==> config.mk <==
export PLATFORM = sky130hd
export DESIGN_NAME = nlu_cfg_loader
export DESIGN_NICKNAME = d
export VERILOG_FILES = /design/src/rtl/nlu_pkg.sv /design/src/rtl/nlu_cfg_loader.sv
export SDC_FILE = /design/constraint.sdc
export NUM_CORES = 1
export LEC_CHECK = 0
export CORE_UTILIZATION = 41
export DETAILED_ROUTE_END_ITERATION = 7
export GPL_ROUTABILITY_DRIVEN = 0
export PLACE_DENSITY = 0.76
export SYNTH_ARGS = -nofsm -noshare
export SYNTH_HDL_FRONTEND = slang
export SYNTH_SLANG_ARGS = --single-unit
==> constraint.sdc <==
create_clock -name ck -period 1.9 [get_ports ck]
set_input_delay 0.38 -clock ck [delete_from_list [all_inputs] [get_ports ck]]
set_output_delay 0.38 -clock ck [all_outputs]
set_load 0.02 [all_outputs]
==> src/rtl/nlu_pkg.sv <==
// nlu_pkg: shared types, sizing constants and beat-size encoding for the NLU config loader
package nlu_pkg;
  localparam int MAX_BITS = 1024;
  localparam int CHUNK_W  = 16;
  typedef enum logic [2:0] {S_IDLE, S_WAIT, S_HI, S_LO, S_DONE} state_e;
  function automatic logic [3:0] sel_enc(input logic [10:0] rem);
    return (rem >= 11'(CHUNK_W)) ? 4'd0 : rem[3:0];
  endfunction
endpackage

==> src/rtl/nlu_cfg_loader.sv <==
// nlu_cfg_loader: splits 32-bit source words into MSB-first 16-bit push beats for a config register
module nlu_cfg_loader
  import nlu_pkg::*;
#(
  parameter int MAX_BITS = 1024,
  parameter int CHUNK_W  = 16
) (
  input  logic        ck,
  input  logic        rst,
  input  logic        start,
  input  logic        target,
  input  logic [10:0] nbits,
  input  logic        wvalid,
  input  logic [31:0] wdata,
  output logic        wready,
  output logic [31:0] dinp,
  output logic        pushnl,
  output logic        pushl,
  output logic [3:0]  sel,
  output logic        busy,
  output logic        done
);
  state_e               state_q, state_d;
  logic [10:0]          rem_q, rem_d, rem_after;
  logic                 tgt_q, tgt_d;
  logic [CHUNK_W-1:0]   lo_q, lo_d, dinp_q, dinp_d;
  logic [3:0]           sel_q, sel_d;
  logic                 pnl_q, pnl_d, pl_q, pl_d;
  assign rem_after = (rem_q > 11'(CHUNK_W)) ? rem_q - 11'(CHUNK_W) : 11'd0;
  assign wready = (state_q == S_WAIT);
  assign busy   = (state_q != S_IDLE);
  assign done   = (state_q == S_DONE);
  assign dinp   = {{(32-CHUNK_W){1'b0}}, dinp_q};
  assign sel    = sel_q;
  assign pushnl = pnl_q;
  assign pushl  = pl_q;
  always_comb begin
    state_d = state_q;
    rem_d   = rem_q;
    tgt_d   = tgt_q;
    lo_d    = lo_q;
    dinp_d  = dinp_q;
    sel_d   = sel_q;
    pnl_d   = 1'b0;
    pl_d    = 1'b0;
    case (state_q)
      S_IDLE: if (start) begin
        rem_d   = (nbits > 11'(MAX_BITS)) ? 11'(MAX_BITS) : nbits;
        tgt_d   = target;
        state_d = (nbits == 11'd0) ? S_DONE : S_WAIT;
      end
      S_WAIT: if (wvalid) begin
        dinp_d  = wdata[31 -: CHUNK_W];
        lo_d    = wdata[CHUNK_W-1:0];
        sel_d   = sel_enc(rem_q);
        rem_d   = rem_after;
        pnl_d   = !tgt_q;
        pl_d    = tgt_q;
        state_d = S_HI;
      end
      S_HI: if (rem_q != 11'd0) begin
        dinp_d  = lo_q;
        sel_d   = sel_enc(rem_q);
        rem_d   = rem_after;
        pnl_d   = !tgt_q;
        pl_d    = tgt_q;
        state_d = S_LO;
      end else begin
        // odd chunk count: the held low half is dropped
        state_d = S_DONE;
      end
      S_LO:    state_d = (rem_q != 11'd0) ? S_WAIT : S_DONE;
      S_DONE:  state_d = S_IDLE;
      default: state_d = S_IDLE;
    endcase
  end
  always_ff @(posedge ck) begin
    if (rst) begin
      state_q <= S_IDLE;
      rem_q   <= '0;
      tgt_q   <= 1'b0;
      lo_q    <= '0;
      dinp_q  <= '0;
      sel_q   <= '0;
      pnl_q   <= 1'b0;
      pl_q    <= 1'b0;
    end else begin
      state_q <= state_d;
      rem_q   <= rem_d;
      tgt_q   <= tgt_d;
      lo_q    <= lo_d;
      dinp_q  <= dinp_d;
      sel_q   <= sel_d;
      pnl_q   <= pnl_d;
      pl_q    <= pl_d;
    end
  end
endmodule

# Word level (Yosys, flattened, before mapping)

Cells that the tools add are included.

Word-level logic and storage cells: 56
Bits in writable memories: 0
Bits in latches: 0
Bits in registers: 53
Output and inout bits: 41
Memories kept: 0
Bits of input ports: 48
Bits in read-only memories: 0

Reduce and logical (&&, ||, !) cells: 12
Equality and inequality tests: 7
Multiplexer cells: 25
$lt $le $gt $ge: 3
Shifts and indexed selects: 0
$mul: 0
Divide/modulo/power cells: 0
$add $sub $neg: 1
Bitwise operators: 0

Operator list:

| cell                                                                              | number |
|---|---|
| 11-bit 2-to-1 mux                                                                 | 5 |
| 11-bit one-hot mux with 3 select lines                                            | 1 |
| 16-bit 2-to-1 mux                                                                 | 2 |
| 16-bit one-hot mux with 2 select lines                                            | 1 |
| 3-bit 2-to-1 mux                                                                  | 5 |
| 4-bit 2-to-1 mux                                                                  | 3 |
| 3-bit one-hot mux with 4 select lines                                             | 1 |
| 11-bit by 5-bit >= comparator with 1-bit output (second input constant)           | 1 |
| 11-bit greater-than comparator (second input constant)                            | 1 |
| 11-bit by 5-bit greater-than comparator with 1-bit output (second input constant) | 1 |
| 11-bit zero test                                                                  | 1 |
| 11-bit nonzero test                                                               | 1 |
| 11-bit by 5-bit subtractor with 11-bit output (second input constant)             | 1 |
| 4-bit one-hot mux with 2 select lines                                             | 1 |
| 3-bit by 2-bit equality test with 1-bit output (second input constant)            | 2 |
| 2-bit != test (second input constant)                                             | 3 |
| 2-bit AND reduction                                                               | 3 |
| 3-bit nonzero test                                                                | 2 |
| 1-bit 2-to-1 mux                                                                  | 4 |
| 1-bit one-hot mux with 2 select lines                                             | 2 |
| 4-bit AND reduction                                                               | 1 |
| 3-bit by 1-bit equality test with 1-bit output (second input constant)            | 1 |
| 3-bit equality test (second input constant)                                       | 1 |
| 3-bit zero test                                                                   | 1 |
| other kinds (3)                                                                   | 3 |

# Logic depth before layout (Yosys ltp)

Depth after elaboration: 4
Mapped depth: 8
Gate-level depth less buffers: 7

# Least setup slack after synthesis

Ideal clock, no wire load.

Kind: register to register
Start point: register rem_q[4]
End point: register dinp_q[0]
Path buffers: 1
Library setup time: 0.138 ns
Cell stages (with the launch flop): 8
Required time: 1.762 ns
Data arrival time: 1.736 ns
Clock period less this slack: 1.873 ns
Slack: 0.027 ns
Cells stage by stage: dfxtp_1 > inv_1 > ha_1 > nor3b_2 > a311o_1 > a21oi_2 > buf_1 > a211oi_1

Longest elaborated chain between the ends: 3

Ends and longest elaborated chain:

| what                          | line                 | source |
|---|---|---|
| start, declared               | nlu_cfg_loader.sv:24 | `logic [10:0] rem_q, rem_d, rem_after;` |
| start signal, assigned        | nlu_cfg_loader.sv:89 | `rem_q <= rem_d;` |
| 11-bit nonzero test           | nlu_cfg_loader.sv:61 | `S_HI: if (rem_q != 11'd0) begin` |
| 2-bit != test (no line)       | n/a                  |  |
| 3-bit AND reduction (no line) | n/a                  |  |
| end signal, assigned          | nlu_cfg_loader.sv:92 | `dinp_q <= dinp_d;` |
| end, declared                 | nlu_cfg_loader.sv:26 | `logic [CHUNK_W-1:0] lo_q, lo_d, dinp_q, dinp_d;` |

No other way between the ends.
A chain may end at the register's enable or synchronous reset.

# Worst setup path in the final report

Start point: register rem_q[5]
End point: register dinp_q[12]

Same word-level chain as after synthesis.

==> results.txt <==
The flow ran to the end, and the final reports show no timing, DRC or antenna violations. The HPWL after detailed placement came out at 4510 um. The worst-skew pair later-pin latency is 0.31 ns. The final cell utilization of the core came out at 64.7%.

Detailed routing inserted a total of 2523 vias. The sequential cell area fraction in the yosys report came out at around two fifths. The kind of cell adding the most delay to the critical path is compound AO/OA/AOI/OAI gates.

The number of buffer and inverter instances along the worst setup path is 3. The biggest cell delay along the critical path came out at between 0.4 and 0.5 ns. The placeable core region came out at 6030 sq um. For this run, design rule violations remaining after detail routing come to 0. The H-tree was split into 2 levels.

The routed length per placed instance came out at 14.7 um. Yosys attributes the largest share of cell area to sky130_fd_sc_hd__dfxtp_1 (40%), sky130_fd_sc_hd__mux2i_1 (6.9%), sky130_fd_sc_hd__a211oi_1 (5.7%). The portion of synthesized cell area occupied by the leading cell type is 40.5%. The relative contribution of combinational cells to total power is 42.2%.

The number of placement rows came out at 28. The number of antenna violations at the first check in global routing came out at 0. The number of buffer cells added on primary ports is 72.

The total power per unit cell area is 942 nW/um^2. The worst hold path belongs to the class input pin to register. The portion of total power attributed to the clock network is 21.0%. The timing-limited maximum frequency is 530 MHz. The global-route wire length before repair is 10100 um.

The layout overhead on the synthesized area is 48.9%. The die is 81.9 um wide. The most common cell in the synthesized netlist is sky130_fd_sc_hd__dfxtp_1. The y dimension of the die came out at 81.9 um. VDD sags by at most 0.476 mV. The count of nets left with antenna violations once routing finished came out at 0.

Counting flops with an async set or reset pin after synthesis yields a share of 0%. The count of synthesis-stage warnings from yosys is 0. The synthesized netlist cell count is between 300 and 400. The worst setup path startpoint is rem_q[5]. The net switching component of the power came out at between 1 and 1.5 mW.

TritonCTS built the clock tree. The worst setup path is launched from a register. The power consumption came out at 3.68 mW. Walking the worst path, the cells encountered are inv_2 > ha_4 > nor3b_4 > a311o_1 > a21oi_4 > buf_12 > buf_16 > nor2_2 > a211oi_1. The global-route usage over all layers came out at 19.6%. The clock net sink count is 53. The number of global-route vias before repair came out at between 2000 and 2500.

The signal arrival time at the worst endpoint came out at 2.12 ns. The number of setup violations in the final report is 0. Net switching is 34.8% of the power. The root buffer cell is sky130_fd_sc_hd__clkbuf_8. The internal power summed over all cells came out at 2.40 mW.

In this run the static leakage power is about 1.5 nW. The clock transition time at the flip-flop clock pins of the worst setup and hold paths is 0.10 ns. The remaining global-route overflow came out at 0. Max-cap violations in this run came to 0. STA puts the critical path data required time at 2.13 ns.

The most used flip-flop cell after synthesis is sky130_fd_sc_hd__dfxtp_1. Setup repair after global routing could not meet its margin everywhere. The number of DRC violations after detailed-routing iteration 0 is 103. The path type of the worst setup path is register to register.

The maximum number of pins on one net before global-route repair is 29. By count the netlist is led by sky130_fd_sc_hd__dfxtp_1 (53), sky130_fd_sc_hd__nand2_1 (39), sky130_fd_sc_hd__a21oi_1 (26). The clock passes through at most 2 buffers. In the final design database the tool counted ~450 nets. The shortest period the worst path allows is between 1.5 and 2 ns. The number of max-slew violations in the final report was 0.

The per-instance average area after synthesis came out at 8.51 sq um. The worst register-to-register path begins at rem_q[5]. The unique cell type count in the Yosys netlist came out at 52. The placed instances occupy a cell area of 3510 sq um. TritonCTS created 5 clock buffers. The number of ports placed on the die boundary came out at just under 90. The routed wire length is 7010 um.

The final cycle utilization of the critical path is 99.3%. The hold violation total from the final report came out at 0. Cells with a size suffix above 1 make up 23.1% of the layout. The synthesized netlist occupies a cell area of 2620 sq um. The worst hold path begins at nbits[3].

The number of search-and-repair iterations in the first detailed-routing pass is 4. 0 antenna diodes ended up in the layout. The number of enable flip-flop cells after synthesis came out at 0. The number of synthesized register bits is 53.

The peak fanout along the critical path is 7. The critical-path cell with the highest stage delay is sky130_fd_sc_hd__a311o_1. The area of the die came out at 6710 sq um. The effective utilization at floorplan came out at ~43%. The worst hold margin came out at 0.367 ns. The worst setup path is captured at a register.

The sequential fraction of design power is between 30% and 40%. The synthesized design spends more area on one cell type than any other, namely sky130_fd_sc_hd__dfxtp_1. The final design instance area without fill is 3900 sq um.

The post-detailed-route via-to-cell ratio is around 5.3. Across the routed clock network, the largest skew measured is 0.00900 ns.
area by class of cell:
class                           instances  area [sq um]
Tap cell                               75          93.8
Inverter                                7          26.3
Clock inverter                          3          43.8
Sequential cell                        53          1070
Fill cell                             502          2120
Multi-Input combinational cell        225          1510
Timing Repair Buffer                  110          1090
Clock buffer                            5          68.8
flip-flops by register name (all words and copies together), names as in the netlist:
name     count
tgt_q        1
sel          4
lo_q        16
state_q      3
pushnl       1
dinp_q      16
pushl        1
rem_q       11
repair_timing:
item                       CTS  global route
resized for setup           12            40
hold buffers                 0             0
cloned                       2             1
hold endpoints to repair     0             0
setup buffers                1             5
setup endpoints to repair   27            27
pin swaps                    4            24
stage by stage:
stage | cells | setup TNS [ns] | setup slack [ns]
floorplan | 323 | 0 | 0.0267
CTS | 474 | -0.243 | -0.0406
global placement | 463 | -3.00 | -0.387
finish | 478 | 0 | 0.0134
detailed placement | 463 | -3.45 | -0.502
global route | 478 | -0.306 | -0.0561
placed cells by master, fill, tap and decap left out, types with 2 or more instances in the layout:
cell type                         instances
sky130_fd_sc_hd__nor3b_2                  2
sky130_fd_sc_hd__and2_1                   2
sky130_fd_sc_hd__nor2b_1                  3
sky130_fd_sc_hd__mux2i_1                 18
sky130_fd_sc_hd__nand2_1                 39
sky130_fd_sc_hd__a22oi_1                  2
sky130_fd_sc_hd__nand2b_1                 6
sky130_fd_sc_hd__nor2_2                   9
sky130_fd_sc_hd__nor3b_1                  3
sky130_fd_sc_hd__o32ai_1                  2
sky130_fd_sc_hd__a211oi_1                 9
sky130_fd_sc_hd__a211oi_2                11
sky130_fd_sc_hd__nor2_1                  15
sky130_fd_sc_hd__inv_2                    2
sky130_fd_sc_hd__nand3b_1                 2
sky130_fd_sc_hd__or4_4                    2
sky130_fd_sc_hd__dfxtp_2                  5
sky130_fd_sc_hd__nor4_2                   2
sky130_fd_sc_hd__clkbuf_8                 5
sky130_fd_sc_hd__dlygate4sd2_1            3
sky130_fd_sc_hd__a21oi_4                  2
sky130_fd_sc_hd__a21oi_1                 26
sky130_fd_sc_hd__dlymetal6s2s_1           3
sky130_fd_sc_hd__nor3_1                   4
sky130_fd_sc_hd__nand3_1                  7
sky130_fd_sc_hd__buf_12                   3
sky130_fd_sc_hd__nand4_1                  5
sky130_fd_sc_hd__dfxtp_1                 48
sky130_fd_sc_hd__buf_4                   32
sky130_fd_sc_hd__o21ai_1                  4
sky130_fd_sc_hd__a221oi_2                 2
sky130_fd_sc_hd__o21ai_0                  7
sky130_fd_sc_hd__clkdlybuf4s50_1         65
sky130_fd_sc_hd__conb_1                  16
sky130_fd_sc_hd__inv_1                    5
metal layers:
metal | up-vias | track usage (%) | wire [um]
li1 | 1240 | - | -
met1 | 1198 | 24.3 | 3150
met2 | 77 | 33.5 | 3460
met3 | 8 | 3.78 | 306
met4 | 0 | 7.02 | 98
met5 | - | 0 | 0
cells by family (layout without fill, tap and decap cells):
family	after synthesis	after routing	synth area share, %
XOR/XNOR	1	1	0.334
buffers and inverters	45	125	10.4
multiplexers	18	18	6.88
flip-flops	53	53	40.5
other	1	16	0.143
AND/OR/NAND/NOR	113	113	22.0
adder cells (fa/ha/maj)	2	2	0.955
AO/OA/AOI/OAI	75	75	18.8
worst paths after layout:
path	end	depth (start not counted)	slack (ns)
max	dinp_q[12]	9	0.01
min	rem_q[3]	3	0.37
max reg2reg	dinp_q[12]	9	0.01
min reg2reg	pushnl	1	0.46
power groups by stage:
| stage | registers (mW) | clock network, mW | logic, mW |
|---|---|---|---|
| global route | 1.37 | 0.829 | 1.67 |
| floorplan | 1.41 | 0 | 0.737 |
| CTS | 1.34 | 0.787 | 1.38 |
| detailed placement | 1.36 | 0 | 1.30 |
| finish | 1.35 | 0.771 | 1.55 |
| global placement | 1.36 | 0 | 1.28 |
worst reg2reg max path: stages (launching register included):
cell and delay (ns):
sky130_fd_sc_hd__dfxtp_2 0.35, sky130_fd_sc_hd__inv_2 0.05, sky130_fd_sc_hd__ha_4 0.16, sky130_fd_sc_hd__nor3b_4 0.15, sky130_fd_sc_hd__a311o_1 0.41, sky130_fd_sc_hd__a21oi_4 0.20
sky130_fd_sc_hd__buf_12 0.15, sky130_fd_sc_hd__buf_16 0.13, sky130_fd_sc_hd__nor2_2 0.03, sky130_fd_sc_hd__a211oi_1 0.17
Note: power is estimated with default switching activity, not from simulation.
